[src/rtl/neo_sample_source.sv]
// neo_sample_source
//   Streams one frame of raw samples out of a synchronous-read sample RAM and
//   into the NEO calculator's sample port.
//
//   A 2-entry FIFO absorbs the RAM's one-cycle read latency. A read is only
//   issued when the sample it returns is guaranteed a free FIFO slot, so
//   backpressure on s_ready can never overflow the FIFO.
//
//   Stream handshake: a sample moves when s_valid and s_ready are both high at
//   a rising Clk edge. Once s_valid is raised, s_data and s_last stay stable
//   until that handshake happens.
//
// Ports
//   Clk        system clock, rising edge
//   reset      synchronous, active-high; aborts a frame immediately
//   start      one-cycle frame request, only honoured in IDLE
//   frame_len  samples in the frame, captured with start
//   busy       high in RUN and FINISH
//   done       one-cycle pulse after the final sample is accepted
//   mem_rd_en  sample RAM read enable
//   mem_addr   sample RAM read address (holds while mem_rd_en is low)
//   mem_rdata  RAM read data, valid the cycle after mem_rd_en
//   s_data     sample to the calculator (FIFO head)
//   s_valid    FIFO non-empty
//   s_ready    calculator accepts the sample
//   s_last     marks the final sample of the frame
//   dbg_state  current FSM state (0 IDLE, 1 RUN, 2 FINISH)
module neo_sample_source #(
  parameter int N = 16,
  parameter int M = 16
) (
  input  logic         Clk,
  input  logic         reset,
  input  logic         start,
  input  logic [M-1:0] frame_len,
  output logic         busy,
  output logic         done,
  output logic         mem_rd_en,
  output logic [M-1:0] mem_addr,
  input  logic [N-1:0] mem_rdata,
  output logic [N-1:0] s_data,
  output logic         s_valid,
  input  logic         s_ready,
  output logic         s_last,
  output logic [1:0]   dbg_state
);

  typedef enum logic [1:0] {
    IDLE   = 2'd0,
    RUN    = 2'd1,
    FINISH = 2'd2
  } state_t;

  state_t       state;
  logic [M-1:0] len_r;
  logic [M-1:0] issue_cnt;
  logic [M-1:0] acc_cnt;
  logic [M-1:0] addr_r;
  logic         inflight;
  logic [1:0]   occ;
  logic [N-1:0] fifo0;
  logic [N-1:0] fifo1;

  logic         pop;
  logic         issue;
  logic         last_acc;
  logic [2:0]   pending;

  assign s_valid = (occ != 2'd0);
  assign s_data  = fifo0;
  assign pop     = s_valid & s_ready;

  // Samples that will occupy the FIFO after this edge if no new read is made:
  // current contents plus the read returning now, minus the one leaving.
  assign pending = {1'b0, occ} + {2'b00, inflight} - {2'b00, pop};

  assign issue     = (state == RUN) && (issue_cnt < len_r) && (pending < 3'd2);
  assign mem_rd_en = issue;
  assign mem_addr  = issue ? issue_cnt : addr_r;

  assign last_acc  = (acc_cnt == (len_r - M'(1)));
  assign s_last    = s_valid & last_acc;

  assign busy      = (state != IDLE);
  assign done      = (state == FINISH);
  assign dbg_state = state;

  // Frame control and counters
  always_ff @(posedge Clk) begin
    if (reset) begin
      state     <= IDLE;
      len_r     <= '0;
      issue_cnt <= '0;
      acc_cnt   <= '0;
      addr_r    <= '0;
    end else begin
      if (issue) begin
        addr_r <= issue_cnt;
      end
      case (state)
        IDLE: begin
          if (start) begin
            len_r     <= frame_len;
            issue_cnt <= '0;
            acc_cnt   <= '0;
            state     <= (frame_len != '0) ? RUN : FINISH;
          end
        end
        RUN: begin
          if (issue) begin
            issue_cnt <= issue_cnt + M'(1);
          end
          if (pop) begin
            acc_cnt <= acc_cnt + M'(1);
            if (last_acc) begin
              state <= FINISH;
            end
          end
        end
        FINISH: begin
          state <= IDLE;
        end
        default: begin
          state <= IDLE;
        end
      endcase
    end
  end

  // Read-return tracking and the 2-entry FIFO (fifo0 is always the head)
  always_ff @(posedge Clk) begin
    if (reset) begin
      inflight <= 1'b0;
      occ      <= 2'd0;
      fifo0    <= '0;
      fifo1    <= '0;
    end else begin
      inflight <= issue;
      case ({inflight, pop})
        2'b10: begin
          if (occ == 2'd0) begin
            fifo0 <= mem_rdata;
          end else begin
            fifo1 <= mem_rdata;
          end
          occ <= occ + 2'd1;
        end
        2'b01: begin
          fifo0 <= fifo1;
          occ   <= occ - 2'd1;
        end
        2'b11: begin
          // Occupancy unchanged; the new sample lands behind whatever remains.
          if (occ == 2'd1) begin
            fifo0 <= mem_rdata;
          end else begin
            fifo0 <= fifo1;
            fifo1 <= mem_rdata;
          end
        end
        default: begin
        end
      endcase
    end
  end

endmodule

[config.mk]
export PLATFORM = sky130hd
export DESIGN_NAME = neo_sample_source
export DESIGN_NICKNAME = d
export VERILOG_FILES = /design/src/rtl/neo_sample_source.sv
export SDC_FILE = /design/constraint.sdc
export NUM_CORES = 1
export LEC_CHECK = 0
export BUFFER_PORTS_ARGS = -buffer_cell sky130_fd_sc_hd__buf_4
export CAP_MARGIN = 25
export CORE_MARGIN = 10
export CORE_UTILIZATION = 58
export CTS_CLUSTER_SIZE = 24
export DETAILED_ROUTE_END_ITERATION = 16
export PLACE_DENSITY = 0.81
export SLEW_MARGIN = 20
export SYNTH_ARGS = -nofsm -noshare
export SYNTH_HDL_FRONTEND = slang
export SYNTH_SLANG_ARGS = --single-unit
export TNS_END_PERCENT = 100
[constraint.sdc]
create_clock -name Clk -period 7.5 [get_ports Clk]
set_clock_uncertainty 0.2 [all_clocks]
set_input_delay 2.25 -clock Clk [delete_from_list [all_inputs] [get_ports Clk]]
set_output_delay 2.25 -clock Clk [all_outputs]
set_load 0.02 [all_outputs]
==> impl_metrics.ini, run 1 <==
[sta]
timing.fmax_mhz = 140
hold_violations = 0
slew_headroom = 0.334
drv_slew = 0
tightest_slew_ns = 0.999
finalCritPeriodShare = 0.955
hold_ws_ns = 0.303
fin_crit_ns = 7.17
rsz0062_at_grt = no
setup_tns_ns = 0
setup_viol = 0

[run_status]
status = completed

[setup_path]
critical_path_class = input pin to output pin
cp.required_ns = 5.05
crit_fanout = 28
crit_path_start_kind = input pin
worst-endpoint-arrival_ns = 4.72
critPathCaptureType = output pin

[synthesis]
ys.flop_type = dfxtp_1
synthArstFlopShare = 0
avgSynthCellArea_um2 = 8.18
synth.distinct_cells = 59
ys_seq_elements = 101
yosysSeqAreaShare = 0.379
ys_warn_count = 0
synthCells = 653
synth_nets = 714
synth_edf_count = 0
syn-cell-area_um2 = 5340

[die]
die_area_um2 = 13400
fp.dieH_um = 116
io_pins = 75
coreArea_um2 = 8850
chipWidth_um = 116
fp-row-count = 34
initial_core_util = 0.604

[power]
p_leak_nw = 2.59
total_power_w = 0.00158
power.density_nw_per_um2 = 258
peakVddDrop_mv = 0.230

[flow_run]
max_cap_viol_count = 0

[route]
vias = 4960
ant_nets = 0
drc = 0
first_iter_violations = 335
wl_per_cell_um = 16.4
first_pass_iters = 5
wl_um = 13400
via_per_inst = 6.09

[finish]
multi_input_area_um2 = 3080
fill_cells = 702
layout-drive-gt1-share = 0.161
finalNetCount = 762
regArea_um2 = 2020
diodes = 0
syn2layout_area_growth_pct = 14.7

[clocking]
clockBufferDepth = 2
clkTransAtPathRegs_ns = 0.10
tritoncts = yes
hold_buffers = 0
clk-insertion-delay-late_ns = 0.38
cts_root_buf = clkbuf_8
cts_setup_buffers = 0
ctsResizeCount = 0
cts-buffers-inserted = 9
htreeDepth = 3
clock-sinks = 101

[global_routing]
grt_first_pass_wirelength_um = 22400
antenna_found_initial = 0
grt_max_degree = 79
grt_pass1_vias = 4816
grt-ovfl-total = 0
grt_usage = 0.202

[min_path]
min_path_type = register to register

[place]
finalWeightedCongestion = 0.918
portBuffers = 74
dpl.hpwl_um = 9620
==> cells by family (layout without fill, tap and decap cells) <==
family | count (synthesis) | count (layout) | share of synthesized area
AO/OA/AOI/OAI | 154 | 154 | 0.187
XOR/XNOR | 37 | 37 | 0.0607
adder cells (fa/ha/maj) | 25 | 25 | 0.0600
buffers and inverters | 69 | 122 | 0.0518
flip-flops | 101 | 101 | 0.379
multiplexers | 21 | 21 | 0.0394
AND/OR/NAND/NOR | 246 | 246 | 0.222
==> path summary, 6_finish.rpt <==
path                   from  cells past startpoint  slack (ns)            end
setup reg to reg     occ[1]                     13        3.82  issue_cnt[11]
hold / removal    len_r[14]                      2        0.30      len_r[14]
setup / recovery    s_ready                     12        0.33    mem_addr[1]
hold reg to reg   len_r[14]                      2        0.30      len_r[14]
==> synthesized netlist by cell type (all sizes together), types with 3 or more instances <==
cell / instances / area (um2)
and2: 3 / 18.8
inv: 26 / 97.6
and3: 5 / 31.3
nor3: 13 / 70.1
nand4: 12 / 75.1
xnor2: 17 / 149
a21o: 6 / 45.0
nand3: 30 / 150
o31ai: 7 / 52.6
a21oi: 50 / 250
o21ai: 23 / 115
nor2b: 3 / 18.8
clkbuf: 38 / 144
ha: 24 / 300
or3: 8 / 55.1
o211ai: 6 / 45.0
or4: 7 / 56.3
buf: 5 / 35.0
or2: 5 / 31.3
nand4b: 3 / 26.3
nor4: 6 / 37.5
mux2i: 21 / 210
xor2: 20 / 175
a211oi: 18 / 135
a22oi: 18 / 135
nor2: 69 / 259
nand2: 74 / 278
a31oi: 4 / 25.0
dfxtp: 101 / 2020
==> power by group <==
part           internal (W)  switching [W]  total, W
clock network      0.000129       0.000209  0.000338
logic              0.000230       0.000353  0.000582
registers          0.000604      0.0000550  0.000659
total              0.000964       0.000617   0.00158
==> state kept, by name, indices dropped and copies added, names as in the netlist <==
signal / cells
acc_cnt: 16
addr_r: 16
fifo1: 16
issue_cnt: 16
len_r: 16
s_data: 16
dbg_state: 2
occ: 2
inflight: 1
==> cell usage in the layout, fill, tap and decap left out, types with 6 or more instances in the layout <==
cell      count
o211ai_1      6
nand3_1      30
nor3_1       12
o31ai_1       6
dfxtp_1     101
nor4_1        6
or3_1         7
nand2_1      74
mux2i_1      21
xor2_1       20
a22oi_1      18
clkbuf_8      9
inv_1        26
nand4_1      12
nor2_1       68
a211oi_1     18
buf_4        80
or4_1         6
o21ai_0      21
a21oi_1      50
xnor2_1      17
a21o_1        6
ha_1         24
==> worst max-delay path, stage by stage <==
cell	delay, ns
buf_4	0.11
nor2b_1	0.13
ha_1	0.27
nand2b_1	0.15
fa_1	0.38
xnor2_1	0.14
nand4b_1	0.12
a21oi_1	0.27
o31ai_4	0.30
o21ai_0	0.33
nand2_1	0.10
buf_4	0.16
==> layout make-up <==
| class | instances | area share |
|---|---|---|
| multi-input cells | 483 | 0.503 |
| flip-flops and latches | 101 | 0.330 |
| repair buffers | 80 | 0.0981 |
| well taps | 108 | 0.0221 |
| clock buffers | 9 | 0.0202 |
| inverters | 26 | 0.0159 |
| clock inverters | 7 | 0.0110 |
==> per-stage QoR <==
step                instances  utilization  area, um2  worst slack [ns]
finish                    814        0.692       6120             0.335
global route              814        0.692       6120            0.0899
CTS                       814        0.692       6120             0.332
detailed placement        798        0.671       5930             0.348
global placement          798        0.669       5920             0.442
floorplan                 653            -       5340             0.500
==> metal layers <==
layer,up-vias,part of all wire,track usage
li1,2415,-,-
met1,2350,0.43,0.243
met2,164,0.48,0.336
met3,31,0.075,0.0615
met4,0,0.019,0.0642
met5,-,0,0
No activity file was read; power rests on OpenSTA's default activity.
==> run 2, diff against run 1 <==
--- a/config.mk
+++ b/config.mk
@@ -7,10 +7,10 @@
 export LEC_CHECK = 0
 export BUFFER_PORTS_ARGS = -buffer_cell sky130_fd_sc_hd__buf_4
 export CAP_MARGIN = 25
-export CORE_MARGIN = 10
 export CORE_UTILIZATION = 58
 export CTS_CLUSTER_SIZE = 24
 export DETAILED_ROUTE_END_ITERATION = 16
+export GPL_ROUTABILITY_DRIVEN = 0
 export PLACE_DENSITY = 0.81
 export SLEW_MARGIN = 20
 export SYNTH_ARGS = -nofsm -noshare
==> constraint.sdc (replaced) <==
create_clock -name Clk -period 7.5 [get_ports Clk]
set_clock_uncertainty 0.2 [all_clocks]
set_input_delay 2.25 -clock Clk [delete_from_list [all_inputs] [get_ports Clk]]
set_output_delay 2.25 -clock Clk [all_outputs]
set_load 0.01 [all_outputs]
==> run 2 against run 1 <==
- the run now ends with DRC left
- sequential power is essentially flat
- sequential share of layout area fell by 0.087 points
- largest cell class unchanged
- die area decreased by 29%
- clock-buffer cell count stayed put
- flip-flop and latch count is the same
- critical endpoint is now mem_addr[11]
- largest power group unchanged
- combinational power fell by 5.0%
- register-to-register slack got worse by 0.14 ns
==> impl_metrics.ini, run 2 (synthesis results as in run 1) <==
[finish]
fill_cells = 713
diodes = 0
multi_input_area_um2 = 3070
finalNetCount = 763
final_cell_mix = dfxtp_1, buf_4, nand2_1
layout-drive-gt1-share = 0.161
post-route-util = 0.697
regArea_um2 = 2020
syn2layout_area_growth_pct = 15.0
final_common_cell = dfxtp_1

[clocking]
cts-buffers-inserted = 9
clkTransAtPathRegs_ns = 0.10
ctsResizeCount = 0
cts_root_buf = clkbuf_8
clock-sinks = 101
tritoncts = yes
cts_setup_buffers = 0
clockBufferDepth = 2
hold_buffers = 0
htreeDepth = 3
clk-insertion-delay-late_ns = 0.38

[setup_path]
r2r_cells = 13
critPathCaptureType = output pin
critical_path_class = input pin to output pin
crit_path_start_kind = input pin
cp_slowest_cell = fa_1
crit_family = compound AO/OA/AOI/OAI gates
slowest_delay_ns = 0.38
crit_chain = buf_4, nor2b_1, ha_1, nand2b_1, fa_1, xnor2_1, nand4b_1, a21oi_1, o31ai_4, o21ai_0, nand2_1, buf_4
crit_fanout = 27
cp.required_ns = 5.05
cp.depth = 12
cp_num_buf_inv = 2
worst-endpoint-arrival_ns = 4.78
crit_top_cell = buf_4

[sta]
setup_viol = 0
finalCritPeriodShare = 0.964
timing.fmax_mhz = 138
drv_slew = 0
hold_violations = 0
tightest_slew_ns = 0.968
setup_tns_ns = 0
slew_headroom = 0.355
rsz0062_at_grt = no
fin_crit_ns = 7.23
setup_slack_ns = 0.267

[route]
wl_um = 12900
via_per_inst = 6.01
wl_per_cell_um = 15.9
vias = 4890
first_pass_iters = 13
ant_nets = 0
first_iter_violations = 209
drc = 2

[place]
dpl.hpwl_um = 9020
detailedPlace.worstSlack_ns = 0.295
portBuffers = 74

[die]
coreArea_um2 = 8810
initial_core_util = 0.606
io_pins = 75
fp-row-count = 34
die_area_um2 = 9600
fp.dieH_um = 98.0
chipWidth_um = 98.0

[power]
pwr-share-comb = 0.351
peakVddDrop_mv = 0.203
pwr-share-clk = 0.233
seqPwrFrac = 0.417
swShare = 0.368
p_leak_nw = 2.60
p_switching_w = 0.000580
intPower_w = 0.000998
power.density_nw_per_um2 = 257

[global_routing]
grt_max_degree = 79
grt-ovfl-total = 0
grt_pass1_vias = 4784
antenna_found_initial = 0
grt_first_pass_wirelength_um = 21800
grt_usage = 0.276

[min_path]
min_path_type = register to register
worst_hold_path.num_cells = 2

[flow_run]
max_cap_viol_count = 0

[run_status]
status = finished, violations left
violations = DRC
## run 2: power groups by stage
stage          Clock, W  Sequential [W]  Combinational, W
5_1_grt        0.000390        0.000667          0.000607
3_3_place_gp          0        0.000666          0.000518
6_report       0.000367        0.000658          0.000553
3_5_place_dp          0        0.000668          0.000549
2_1_floorplan         0        0.000672          0.000346
4_1_cts        0.000373        0.000657          0.000552
## run 2: stage by stage
step	total power (W)	std cells	instance area (um2)	hold WS [ns]
2_1_floorplan	0.00102	653	5340	0.250
3_3_place_gp	0.00118	798	5920	0.275
3_5_place_dp	0.00122	799	5940	0.275
4_1_cts	0.00158	814	6140	0.295
5_1_grt	0.00166	814	6140	0.326
6_report	0.00158	814	6140	0.301
## run 2: worst paths after layout
check / slack [ns] / endpoint / startpoint
max reg2reg: 3.68 / issue_cnt[10] / occ[0]
min reg2reg: 0.30 / len_r[14] / len_r[14]
max: 0.27 / mem_addr[11] / s_ready
min: 0.30 / len_r[14] / len_r[14]
## run 2: area by class of cell
cell class / count / area share
clock inverters: 6 / 0.0124
well taps: 108 / 0.0220
multi-input cells: 483 / 0.500
inverters: 26 / 0.0159
clock buffers: 9 / 0.0202
repair buffers: 81 / 0.100
flip-flops and latches: 101 / 0.329
## run 2: worst min-delay path: stages, from the launching register on
cell and delay [ns]:
dfxtp_1 0.34, nand2_1 0.06, a21oi_1 0.06
## run 2: layer usage
metal / wire length, um / global-route usage / share of wire
met4: 158 / 0.0897 / 0.012
met1: 5600 / 0.340 / 0.43
met3: 799 / 0.0523 / 0.062
met5: 0 / 0 / 0
met2: 6370 / 0.485 / 0.49
